==> src/rtl/serial_frame_pkg.sv <==
// rtl/serial_frame_pkg.sv - shared states, line levels and frame length for serial_frame_tx
// SERIAL_FRAME_TX_PARITY_EN adds one parity bit period to the frame length.
package serial_frame_pkg;

  typedef enum logic [2:0] {
    IDLE,
    START,
    DATA,
    PARITY,
    STOP
  } state_t;

  localparam logic START_BIT = 1'b0;
  localparam logic STOP_BIT  = 1'b1;

  function automatic int frame_len(input int data_w, input int clks_per_bit);
`ifdef SERIAL_FRAME_TX_PARITY_EN
    return (data_w + 3) * clks_per_bit;
`else
    return (data_w + 2) * clks_per_bit;
`endif
  endfunction

endpackage

==> src/rtl/baud_tick_gen.sv <==
// rtl/baud_tick_gen.sv - modulo-CLKS_PER_BIT counter with a one-cycle bit-end tick
module baud_tick_gen #(
  parameter int CLKS_PER_BIT = 4
) (
  input  logic clk,
  input  logic rst,
  input  logic enable,
  input  logic clear,
  output logic tick
);

  localparam int CW = (CLKS_PER_BIT > 1) ? $clog2(CLKS_PER_BIT) : 1;
  localparam logic [CW-1:0] LAST = CW'(CLKS_PER_BIT - 1);

  logic [CW-1:0] cnt;

  assign tick = enable && (cnt == LAST);

  always_ff @(posedge clk or posedge rst) begin
    if (rst) begin
      cnt <= '0;
    end else if (clear || tick) begin
      cnt <= '0;
    end else if (enable) begin
      cnt <= cnt + CW'(1);
    end
  end

endmodule

==> src/rtl/serial_frame_tx.sv <==
// rtl/serial_frame_tx.sv - start / LSB-first data / stop serial frame transmitter
// Defining SERIAL_FRAME_TX_PARITY_EN inserts an even-parity bit between data and stop.
module serial_frame_tx
  import serial_frame_pkg::*;
#(
  parameter int DATA_W       = 8,
  parameter int CLKS_PER_BIT = 4
) (
  input  logic              CLK,
  input  logic              RST,
  input  logic              TX_VALID,
  input  logic [DATA_W-1:0] TX_DATA,
  output logic              TX_READY,
  output logic              TXD,
  output logic              BUSY
);

  localparam int BW = (DATA_W > 1) ? $clog2(DATA_W) : 1;
  localparam logic [BW-1:0] LAST_BIT = BW'(DATA_W - 1);

  state_t            state, state_n;
  logic [DATA_W-1:0] shreg, shreg_n, shifted;
  logic [BW-1:0]     bit_cnt, bit_cnt_n;
  logic              txd_q, txd_n;
  logic              tick;
`ifdef SERIAL_FRAME_TX_PARITY_EN
  logic              par_q, par_n;
`endif

  baud_tick_gen #(
    .CLKS_PER_BIT(CLKS_PER_BIT)
  ) u_baud (
    .clk   (CLK),
    .rst   (RST),
    .enable(state != IDLE),
    .clear (state == IDLE),
    .tick  (tick)
  );

  assign shifted  = shreg >> 1;
  assign TX_READY = (state == IDLE);
  assign BUSY     = ~TX_READY;
  assign TXD      = txd_q;

  always_ff @(posedge CLK or posedge RST) begin
    if (RST) begin
      state   <= IDLE;
      shreg   <= '0;
      bit_cnt <= '0;
      txd_q   <= STOP_BIT;
`ifdef SERIAL_FRAME_TX_PARITY_EN
      par_q   <= 1'b0;
`endif
    end else begin
      state   <= state_n;
      shreg   <= shreg_n;
      bit_cnt <= bit_cnt_n;
      txd_q   <= txd_n;
`ifdef SERIAL_FRAME_TX_PARITY_EN
      par_q   <= par_n;
`endif
    end
  end

  // TXD is loaded one bit ahead so the line changes on the same edge the state does.
  always_comb begin
    state_n   = state;
    shreg_n   = shreg;
    bit_cnt_n = bit_cnt;
    txd_n     = txd_q;
`ifdef SERIAL_FRAME_TX_PARITY_EN
    par_n     = par_q;
`endif
    case (state)
      IDLE: begin
        txd_n = STOP_BIT;
        if (TX_VALID) begin
          state_n   = START;
          shreg_n   = TX_DATA;
          bit_cnt_n = '0;
          txd_n     = START_BIT;
`ifdef SERIAL_FRAME_TX_PARITY_EN
          par_n     = ^TX_DATA;
`endif
        end
      end
      START: begin
        if (tick) begin
          state_n = DATA;
          txd_n   = shreg[0];
        end
      end
      DATA: begin
        if (tick) begin
          shreg_n = shifted;
          if (bit_cnt == LAST_BIT) begin
            bit_cnt_n = '0;
`ifdef SERIAL_FRAME_TX_PARITY_EN
            state_n   = PARITY;
            txd_n     = par_q;
`else
            state_n   = STOP;
            txd_n     = STOP_BIT;
`endif
          end else begin
            bit_cnt_n = bit_cnt + BW'(1);
            txd_n     = shifted[0];
          end
        end
      end
`ifdef SERIAL_FRAME_TX_PARITY_EN
      PARITY: begin
        if (tick) begin
          state_n = STOP;
          txd_n   = STOP_BIT;
        end
      end
`endif
      STOP: begin
        if (tick) begin
          state_n = IDLE;
        end
      end
      default: begin
        state_n = IDLE;
        txd_n   = STOP_BIT;
      end
    endcase
  end

endmodule

==> config.mk <==
export PLATFORM = sky130hd
export DESIGN_NAME = serial_frame_tx
export DESIGN_NICKNAME = d
export VERILOG_FILES = /design/src/rtl/serial_frame_pkg.sv /design/src/rtl/baud_tick_gen.sv /design/src/rtl/serial_frame_tx.sv
export SDC_FILE = /design/constraint.sdc
export NUM_CORES = 1
export LEC_CHECK = 0
export CORE_UTILIZATION = 41
export CTS_BUF_LIST = sky130_fd_sc_hd__clkbuf_2 sky130_fd_sc_hd__clkbuf_4 sky130_fd_sc_hd__clkbuf_8
export DETAILED_ROUTE_END_ITERATION = 7
export HOLD_SLACK_MARGIN = 0.15
export PLACE_DENSITY = 0.71
export RECOVER_POWER = 25
export SYNTH_ARGS = -nofsm -noshare
export SYNTH_HDL_FRONTEND = slang
export SYNTH_SLANG_ARGS = --single-unit
==> constraint.sdc <==
create_clock -name CLK -period 2.3 [get_ports CLK]
set_clock_uncertainty 0.2 [all_clocks]
set_input_delay 0.46 -clock CLK [delete_from_list [all_inputs] [get_ports CLK]]
set_output_delay 0.46 -clock CLK [all_outputs]
set_load 0.03 [all_outputs]
Word-level counts from Yosys, hierarchy flattened
Cells that the tools add are included.
{"block": "op_classes", "addsub": 2, "multipliers": 0, "div": 0, "order_cmp": 0, "n_eq_ne": 10, "shifts": 0, "muxes": 20, "bitwise_logic": 2, "reduce_logical": 9}
{"operator": "$mux 3", "n": 8}
{"operator": "$mux 8", "n": 2}
{"operator": "$pmux 8 s2", "n": 1}
{"operator": "$pmux 3 s4", "n": 1}
{"operator": "$eq 3x3->1 const B", "n": 2}
{"operator": "$ne 2x1->1 const B", "n": 3}
{"operator": "$pmux 3 s2", "n": 1}
{"operator": "$reduce_and 3->1", "n": 2}
{"operator": "$reduce_and 5->1", "n": 1}
{"operator": "$mux 1", "n": 4}
{"operator": "$mux 2", "n": 2}
{"operator": "$ne 2x2->1 const B", "n": 2}
{"operator": "$pmux 1 s4", "n": 1}
{"operator": "$reduce_bool 2->1", "n": 2}
{"operator": "$add 3x1->3 const B", "n": 1}
{"operator": "$eq 3x1->1 const B", "n": 1}
{"operator": "$eq 3x2->1 const B", "n": 1}
{"operator": "$logic_not 3->1", "n": 1}
{"operator": "$reduce_bool 3->1", "n": 1}
{"operator": "$add 2x1->2 const B", "n": 1}
{"operator": "$eq 2x2->1 const B", "n": 1}
{"operator": "$not 1->1", "n": 2}
{"operator": "$logic_and 1x1->1", "n": 1}
{"operator": "$logic_or 1x1->1", "n": 1}
{"block": "totals", "regBits": 17, "latch_bits": 0, "ram_bits": 0, "romBits": 0, "in_bits": 11, "out_inout_bits": 3, "word_cells": 48, "mem_count": 0}

Logic depth before layout (Yosys ltp)
{"block": "depth", "ltp_word": 4, "depth_mapped": 8, "depth_no_buf": 5}

Cells and area by module
A second synthesis with hierarchy kept.
{"block": "hier_totals", "hier_cells": 81, "hier_area_um2": 1006.0}
{"mod": "serial_frame_tx", "n_inst": 1, "cells_each": 70, "area_each_um2": 890.9}
{"mod": "baud_tick_gen", "n_inst": 1, "cells_each": 11, "area_each_um2": 115.1}

Worst setup path after synthesis
No wires, ideal clock.
{"block": "synth_timing", "kind": "reg2out", "start": "reg state[1]", "end": "out BUSY", "arrival_ns": 1.806, "required_time_ns": 1.640, "setup_slack_ns": -0.166, "stages_incl_launch_ff": 4, "n_path_buf": 1, "cell_sequence": "dfrtp_1 > buf_4 > nor3_1 > inv_1"}
{"block": "synth_via", "elab_chain_cells": 2}
{"item": "start, declared", "line_no": "serial_frame_tx.sv:21", "source": "state_t state, state_n;"}
{"item": "start signal, assigned", "line_no": "serial_frame_tx.sv:55", "source": "state <= state_n;"}
{"item": "$logic_not 3->1", "line_no": "serial_frame_tx.sv:41", "source": "assign TX_READY = (state == IDLE);"}
{"item": "named net TX_READY", "line_no": "serial_frame_tx.sv:13", "source": "output logic TX_READY,"}
{"item": "$not 1->1", "line_no": "serial_frame_tx.sv:42", "source": "assign BUSY = ~TX_READY;"}
{"item": "end, declared", "line_no": "serial_frame_tx.sv:15", "source": "output logic BUSY"}
The timed path passes the listed nets, and every way through them passes these cells.

Final worst setup path
{"block": "layout_timing", "start": "reg txd_q, in the netlist TXD", "end": "out TXD"}
{"item": "start, declared", "line_no": "serial_frame_tx.sv:24", "source": "logic txd_q, txd_n;"}
{"item": "start signal, assigned", "line_no": "serial_frame_tx.sv:58", "source": "txd_q <= txd_n;"}
{"item": "end, declared", "line_no": "serial_frame_tx.sv:14", "source": "output logic TXD,"}
No word-level cell between the ends.

==> flow_summary.json <==
{
  "reg2reg_from": "u_baud.cnt[0]",
  "powerDensity_mw_per_mm2": 1103,
  "ctsHoldBuffers": 0,
  "io_pins": 14,
  "worst_pin_slew_ns": 0.6472,
  "critPathMaxFanout": 2,
  "antenna_left": 0,
  "ys_seq_area_share_pct": 48.37,
  "grt_max_degree": 18,
  "yosys_warnings": 0,
  "chipWidth_um": 48.39,
  "area_growth_pct": 20.43,
  "critPathSlowestCell": "clkdlybuf4s50_1",
  "syn_inst": 83,
  "htreeDepth": 1,
  "clock-sinks": 17,
  "finalSetupViolations": 0,
  "synthDistinctLibCells": 23,
  "grt_pass1_wl_mm": 2.573,
  "max-slew-margin-rel_pct": 56.81,
  "gp_congestion": 0.7600,
  "fin_crit_sh_pct": 92.99,
  "reg2reg_to": "shreg[1]",
  "p_leak_nw": 0.4701,
  "postLayoutCellArea_sq_mm": 0.001062,
  "syn_nets": 97,
  "fin_nets": 114,
  "cts_setup_buffers": 0,
  "cts_buffers": 3,
  "synth_area_sq_um": 882.1,
  "io_buffers": 13,
  "peakVddDrop_mv": 0.6249,
  "clk_pin_slew_ns": 0.10,
  "first_pass_iters": 4,
  "grt_remaining_overflow": 0,
  "critPathKind": "flop to primary output",
  "crit_chain": "clkdlybuf4s50_1",
  "cts_tree": "built",
  "holdWs_ns": 0.2416,
  "rsz0062_at_grt": "no",
  "vias": 624,
  "place_area_sq_mm": 0.001031,
  "cp-end-kind": "primary output",
  "reg2reg_depth": 6,
  "finalCriticalPeriod_ns": 2.139,
  "min_to": "u_baud.cnt[0]",
  "grtUsageTotal_pct": 14.26,
  "antenna_found_initial": 0,
  "drt_iter0_drc": 7,
  "hpwl_mm": 1.032,
  "antenna_cells": 0,
  "start_kind": "flop",
  "hold_viol_final": 0,
  "dieArea_sq_mm": 0.002341,
  "maxCapViolCount": 0,
  "n_fill_cell": 185,
  "cts_buffer_depth": 2,
  "syn_avg_cell_area_sq_um": 10.63,
  "cts-root-buf": "clkbuf_4",
  "routed_wl_mm": 1.420,
  "final.setup.tns_ns": 0,
  "whs_path_depth": 1,
  "worstPathArrival_ns": 1.48,
  "crit_path_max_incr_delay_ns": 0.65,
  "cp_top_family": "buffers and inverters",
  "drive_above_1_share_pct": 15.15,
  "cp.required_ns": 1.64,
  "coreArea_sq_mm": 0.002002,
  "drc": 0,
  "grt_pass1_vias": 594,
  "ys_ff_latch": 17,
  "max_freq_mhz": 467.6,
  "die_h_um": 48.39,
  "hp-start": "u_baud.cnt[0]",
  "start_util_pct": 44.06,
  "outcome": "finished, final reports clean",
  "maxSlewViolCount": 0,
  "clock_latency_ns": 0.29,
  "rows": 16,
  "routedWlPerCell_um": 11.27,
  "min_path_type": "flop to flop",
  "routed_via_density": 4.952,
  "totalPowerFinal_w": 0.001172,
  "rrSetupSlack_ns": 0.44,
  "critPathBufInv": 1
}
-- per-layer routing --
layer | vias up | global-route usage (%) | wire (um)
met4 | 0 | 10.29 | 27
met5 | - | 0 | 0
met1 | 292 | 19.80 | 730
li1 | 323 | - | -
met2 | 7 | 21.13 | 642
met3 | 2 | 0.9434 | 20
-- final cells by class --
class / count / area, sq um / share of cell area [%]
Tap cell: 27 / 33.78 / 3.180
Timing Repair Buffer: 19 / 176.4 / 16.61
Multi-Input combinational cell: 56 / 384.1 / 36.16
Sequential cell: 17 / 426.7 / 40.16
Inverter: 3 / 11.26 / 1.060
Clock buffer: 4 / 30.03 / 2.827
-- worst max-delay path by stage --
stage,to,slack (ns),depth (start not counted),start
3_5_place_dp,shreg[1],0.16,6,TX_VALID
3_3_place_gp,shreg[6],0.21,6,TX_VALID
4_1_cts,BUSY,0.02,3,state[2]
6_report,TXD,0.16,1,TXD
5_1_grt,TXD,0.13,1,TXD
2_1_floorplan,BUSY,0.24,3,state[1]
-- cells by family (layout without fill, tap and decap cells) --
kind of cell	Yosys count	in the layout	share of synthesized area, %
multiplexers	9	9	10.21
XOR/XNOR	1	1	0.9931
AND/OR/NAND/NOR	26	26	14.89
AO/OA/AOI/OAI	17	17	12.62
buffers and inverters	10	26	8.651
adder cells (fa/ha/maj)	3	3	4.256
flip-flops	17	17	48.37
-- synthesized netlist by cell type --
| cell type | n | share of area [%] |
|---|---|---|
| inv_1 | 3 | 1.3 |
| o21ai_0 | 2 | 1.1 |
| mux2i_1 | 9 | 10 |
| a21oi_1 | 3 | 1.7 |
| buf_4 | 3 | 2.6 |
| dfrtp_1 | 16 | 45 |
| nor3b_1 | 3 | 2.6 |
| o21ai_2 | 2 | 2.0 |
| or3_1 | 1 | 0.71 |
| buf_2 | 1 | 0.57 |
| ha_1 | 3 | 4.3 |
| nand2_1 | 11 | 4.7 |
| o21ai_1 | 6 | 3.4 |
| nor3b_2 | 1 | 1.4 |
| xnor2_1 | 1 | 0.99 |
| a32o_1 | 3 | 3.4 |
| dfstp_2 | 1 | 3.0 |
| buf_6 | 2 | 2.6 |
| o41ai_1 | 1 | 0.99 |
| nor3_1 | 5 | 2.8 |
| nand4b_1 | 1 | 0.99 |
| buf_8 | 1 | 1.7 |
| nor2_1 | 4 | 1.7 |
-- power breakdown --
part / internal [W] / switching, W / total, W
combinational: 0.000238 / 0.000282 / 0.000521
clock: 0.0000791 / 0.0000921 / 0.000171
sequential: 0.000419 / 0.0000603 / 0.000479
-- registers in the layout, summed over array words and instances, names as in the netlist --
name / cells
TXD: 1
bit_cnt: 3
shreg: 8
state: 3
u_baud.cnt: 2
-- stage by stage --
step | setup slack (ns) | utilization, % | instances
2_1_floorplan | 0.2448 | - | 83
3_3_place_gp | 0.2058 | 51.50 | 122
3_5_place_dp | 0.1564 | 51.50 | 122
4_1_cts | 0.02042 | 52.94 | 126
5_1_grt | 0.1264 | 53.06 | 126
6_report | 0.1612 | 53.06 | 126
-- what timing repair did --
| action | CTS | global route |
|---|---|---|
| pin swaps | 0 | 0 |
| hold endpoints to repair | 0 | 0 |
| endpoints found under the setup margin | 1 | 1 |
| gates resized for setup | 1 | 1 |
-- cells in the final DEF (no fill, tap or decap) --
cell type and instances:
a21oi_1 3, a32o_1 3, buf_4 6, clkbuf_4 4, clkdlybuf4s50_1 10, dfrtp_1 16, dfstp_2 1, dlygate4sd2_1 1
dlygate4sd3_1 1, dlymetal6s2s_1 1, ha_1 3, inv_1 3, mux2i_1 9, nand2_1 11, nand4b_1 1, nor2_1 4
nor3_1 4, nor3_2 1, nor3b_1 3, nor3b_2 1, o21ai_0 2, o21ai_1 6, o21ai_2 2, o41ai_1 1
or3_1 1, xnor2_1 1
No activity file was read; power rests on OpenSTA's default activity.
